## src/rtl/serial_rx4.sv

```systemverilog
// serial_rx4: receiver for a framed 4-bit serial word.
// Frame: start(1), 4 data bits, even parity, stop(0), sampled on ENB strobes.
// The bit order (DIR) is captured at the start bit and held for the whole frame.
module serial_rx4 (
  input  logic       clk,
  input  logic       RST,
  input  logic       ENB,
  input  logic       DIR,
  input  logic       S_IN,
  output logic [3:0] Q,
  output logic       VALID,
  output logic       PERR,
  output logic       FERR,
  output logic       BUSY,
  output logic [3:0] ERR_CNT
);

  localparam logic [1:0] IDLE   = 2'd0;
  localparam logic [1:0] DATA   = 2'd1;
  localparam logic [1:0] PARITY = 2'd2;
  localparam logic [1:0] STOP   = 2'd3;

  // Even parity over the four data bits.
  function automatic logic parity4(input logic [3:0] d);
    parity4 = d[0] ^ d[1] ^ d[2] ^ d[3];
  endfunction

  // Shift one serial bit into the data register.
  // LSB first shifts right so the first bit lands in bit 0;
  // MSB first shifts left so the first bit lands in bit 3.
  function automatic logic [3:0] shift_in(input logic [3:0] d, input logic b, input logic msb_first);
    if (msb_first) begin
      shift_in = {d[2:0], b};
    end else begin
      shift_in = {b, d[3:1]};
    end
  endfunction

  logic [1:0] state_r, state_s;
  logic [1:0] cnt_r, cnt_s;
  logic [3:0] data_r, data_s;
  logic       dir_r, dir_s;
  logic       par_r, par_s;
  logic       busy_r;
  logic [3:0] q_r;
  logic       valid_r, perr_r, ferr_r;
  logic [3:0] err_cnt_r;
  logic       good_s, perr_s, ferr_s;

  // Next-state and frame evaluation; nothing moves unless ENB strobes.
  always_comb begin
    state_s = state_r;
    cnt_s   = cnt_r;
    data_s  = data_r;
    dir_s   = dir_r;
    par_s   = par_r;
    good_s  = 1'b0;
    perr_s  = 1'b0;
    ferr_s  = 1'b0;
    if (ENB) begin
      case (state_r)
        IDLE: begin
          if (S_IN) begin
            dir_s   = DIR;
            cnt_s   = 2'd0;
            state_s = DATA;
          end else begin
            state_s = IDLE;
          end
        end
        DATA: begin
          data_s = shift_in(data_r, S_IN, dir_r);
          cnt_s  = cnt_r + 2'd1;
          if (cnt_r == 2'd3) begin
            state_s = PARITY;
          end else begin
            state_s = DATA;
          end
        end
        PARITY: begin
          par_s   = S_IN;
          state_s = STOP;
        end
        STOP: begin
          state_s = IDLE;
          if (S_IN) begin
            ferr_s = 1'b1;
          end else if (par_r != parity4(data_r)) begin
            perr_s = 1'b1;
          end else begin
            good_s = 1'b1;
          end
        end
        default: begin
          state_s = IDLE;
        end
      endcase
    end else begin
      state_s = state_r;
    end
  end

  // Frame-tracking registers: state, bit counter, data, parity and latched bit order.
  always_ff @(posedge clk or posedge RST) begin
    if (RST) begin
      state_r <= IDLE;
      cnt_r   <= 2'd0;
      data_r  <= 4'd0;
      dir_r   <= 1'b0;
      par_r   <= 1'b0;
      busy_r  <= 1'b0;
    end else begin
      state_r <= state_s;
      cnt_r   <= cnt_s;
      data_r  <= data_s;
      dir_r   <= dir_s;
      par_r   <= par_s;
      busy_r  <= (state_s != IDLE);
    end
  end

  // Result registers: one-cycle status pulses, received word and saturating error count.
  always_ff @(posedge clk or posedge RST) begin
    if (RST) begin
      q_r       <= 4'd0;
      valid_r   <= 1'b0;
      perr_r    <= 1'b0;
      ferr_r    <= 1'b0;
      err_cnt_r <= 4'd0;
    end else begin
      valid_r <= good_s;
      perr_r  <= perr_s;
      ferr_r  <= ferr_s;
      if (good_s) begin
        q_r <= data_r;
      end
      if ((perr_s || ferr_s) && (err_cnt_r != 4'hF)) begin
        err_cnt_r <= err_cnt_r + 4'd1;
      end
    end
  end

  assign Q       = q_r;
  assign VALID   = valid_r;
  assign PERR    = perr_r;
  assign FERR    = ferr_r;
  assign BUSY    = busy_r;
  assign ERR_CNT = err_cnt_r;

endmodule

```

## config.mk

```make
export PLATFORM = sky130hd
export DESIGN_NAME = serial_rx4
export DESIGN_NICKNAME = d
export VERILOG_FILES = /design/src/rtl/serial_rx4.sv
export SDC_FILE = /design/constraint.sdc
export NUM_CORES = 1
export LEC_CHECK = 0
export ABC_AREA = 1
export CAP_MARGIN = 30
export CORE_MARGIN = 5
export CORE_UTILIZATION = 55
export DETAILED_ROUTE_END_ITERATION = 8
export PLACE_DENSITY = 0.82
export SLEW_MARGIN = 30
export SYNTH_ARGS = -nofsm -noshare
export SYNTH_HDL_FRONTEND = slang
export SYNTH_SLANG_ARGS = --single-unit
```

## constraint.sdc

```tcl
create_clock -name clk -period 1.69 [get_ports clk]
set_input_delay 0.169 -clock clk [delete_from_list [all_inputs] [get_ports clk]]
set_output_delay 0.169 -clock clk [all_outputs]
set_load 0.05 [all_outputs]
```

==> results.toml <==
[routing]
wirelength_um = 1910
drc = 0
ant_nets = 0
viasPerCell = 5.08
first_pass_iters = 4
detail_route.wl_per_cell_um = 11.4
drtIter0Drc = 9
vias = 848

[sta]
finalClockSkew_ps = 4.39
rsz0062_at_grt = "no"
fin_crit_ps = 1600
timing.slew.headroom_pct = 66.3
tns_ps = 0
setup_viol_count_final = 0
drv_slew = 0
finalCritPeriodShare_pct = 94.5
tightest_slew_ps = 504
max_freq_mhz = 626
hold_violations = 0

[cts]
cts_max_path_buffers = 2
holdBufCountCts = 0
clockRootBuffer = "clkbuf_4"
clkTransAtPathRegs_ps = 110
cts_num_sinks = 22
cts_max_level = 1
cts_tree = "yes"
cts_buffers = 3
clock_latency_ps = 310

[finish]
layout-drive-gt1-share_pct = 14.1
synthToLayoutAreaGrowth_pct = 22.3
stdcell_area_mm2 = 0.00127
num_antenna_cells = 0
fin_nets = 150

[setup_path]
endpoint_kind = "primary output"
path_cells = "clkdlybuf4s50_1"
cp-start-kind = "flop"
cp.required_ps = 1520
worst-path-buf-inv = 1
critical_path.slowest_cell = "clkdlybuf4s50_1"
critPathTopFamily = "buffers and inverters"
max_stage_delay_ps = 790
crit_fanout = 1
arrival_ps = 1430
r2r_setup_slack_ps = 360
worstSetupPathType = "reg -> out"

[pwr]
p_leak_nw = 0.737
pwr_density_cell_mw_per_mm2 = 1740
vdd_ir_drop_max_v = 0.00109

[synthesis]
synth-simple-area-share_pct = 24.7
ys_types = 20
seq_area_frac_synth_pct = 53.0
netlist_area_mm2 = 0.00104
ys_ff_latch = 22
syn_avg_cell_area_um2 = 8.51
synthCells = 122
synth_fa_ha_area_share_pct = 2.41
synth_nets = 129
yosysWarnings = 0
synth_mux_area_share_pct = 1.08
synth-compound-area-share_pct = 9.16
synth_top_family_by_area = "simple AND/OR/NAND/NOR gates"
synthXorXnorAreaFrac_pct = 1.69

[job]
max_cap_viol_count = 0

[die]
fp-row-count = 15
die_y_um = 53.5
die_x_um = 53.5
coreArea_mm2 = 0.00176
initial_utilization_pct = 58.9
die_area_mm2 = 0.00286
boundaryPins = 17

[place]
globalplace.congestion = 0.809
numPortBuffers = 16
placed_area_mm2 = 0.00122
place_hpwl_um = 1460

[global_routing]
grt_pass1_vias = 874
grt_pass1_wl_um = 3620
grtUsageTotal_pct = 17.5
grt-ovfl-total = 0
grt_max_degree = 23
grt_antenna_before_repair = 0

[run_status]
outcome = "finished clean"

[hold_path]
hold_class = "in -> async"
-- worst paths after layout --
path	startpoint	end	cells past startpoint
worst max-delay path	PERR	PERR	1
worst min-delay path	RST	cnt_r[1]	3
worst max register to register	data_r[1]	ERR_CNT[0]	10
worst min register to register	Q[2]	Q[2]	2
max in group asynchronous	RST	par_r	3
min in group clk	DIR	dir_r	2
-- cells in the mapped netlist (all sizes together) --
cell    count  area (um2)
nor2        7        36.3
ha          2        25.0
mux2        1        11.3
o21ai      13        65.1
nand4       1        6.26
inv        21        78.8
nand3      10        55.1
nor3        1        10.0
dfrtp      22         551
xnor2       2        17.5
clkbuf      1        3.75
o211ai      4        30.0
or2         1        6.26
nand2      36         143
-- layout by cell type, fill, tap and decap left out --
cell type        count
nand2_1             33
dfrtp_1             22
inv_1               19
o21ai_0             12
nand3_1              9
clkdlybuf4s50_1      6
buf_4                6
nor2_1               5
dlymetal6s2s_1       5
o211ai_1             4
nand2_2              3
clkbuf_4             3
inv_2                2
xnor2_1              2
ha_1                 2
mux2_2               1
nor2_4               1
nand4_1              1
nor2_2               1
nand3_2              1
nor3_2               1
o21ai_1              1
or2_1                1
clkbuf_8             1
-- area by class of cell --
| class | instances | area, um2 |
|---|---|---|
| clock buffers | 4 | 36.3 |
| fillers | 157 | 494 |
| inverters | 21 | 78.8 |
| multi-input cells | 78 | 405 |
| flip-flops and latches | 22 | 551 |
| well taps | 25 | 31.3 |
| repair buffers | 17 | 168 |
-- state kept, by name, indices dropped and copies added, names as in the netlist --
signal / flops
BUSY: 1
data_r: 4
cnt_r: 2
par_r: 1
state_r: 2
VALID: 1
FERR: 1
Q: 4
PERR: 1
dir_r: 1
ERR_CNT: 4
-- cell families (layout without fill, tap and decap cells) --
family | count (synthesis) | in the layout
AND/OR/NAND/NOR | 56 | 56
adder cells (fa/ha/maj) | 2 | 2
AO/OA/AOI/OAI | 17 | 17
flip-flops | 22 | 22
multiplexers | 1 | 1
buffers and inverters | 22 | 42
XOR/XNOR | 2 | 2
-- report_power, final --
group          switching (mW)  total, mW  internal, mW
sequential              0.164      0.881         0.717
combinational           0.696       1.05         0.354
clock                   0.151      0.283         0.132
-- per-layer routing --
metal,wire [um],GRT usage [%]
met4,52,8.94
met5,0,0
met3,83,3.10
met2,917,30.0
met1,856,20.5
-- what timing repair did --
item	4_1_cts	5_1_grt
resized for setup	0	5
setup buffers	0	0
endpoints found under the setup margin	0	5
-- stage by stage --
| stage | setup slack [ps] | std cells | power (mW) | hold slack, ps | utilization, % |
|---|---|---|---|---|---|
| finish | 92.3 | 167 | 2.21 | 190 | 72.0 |
| global route | 31.8 | 167 | 2.42 | 193 | 72.0 |
| CTS | 36.4 | 167 | 2.23 | 188 | 71.3 |
| detailed placement | 85.1 | 163 | 1.95 | 481 | 69.2 |
| global placement | 142 | 163 | 1.91 | 464 | 69.2 |
| floorplan | 265 | 122 | 1.66 | 158 | - |
Power figures use the tool's default switching activity.
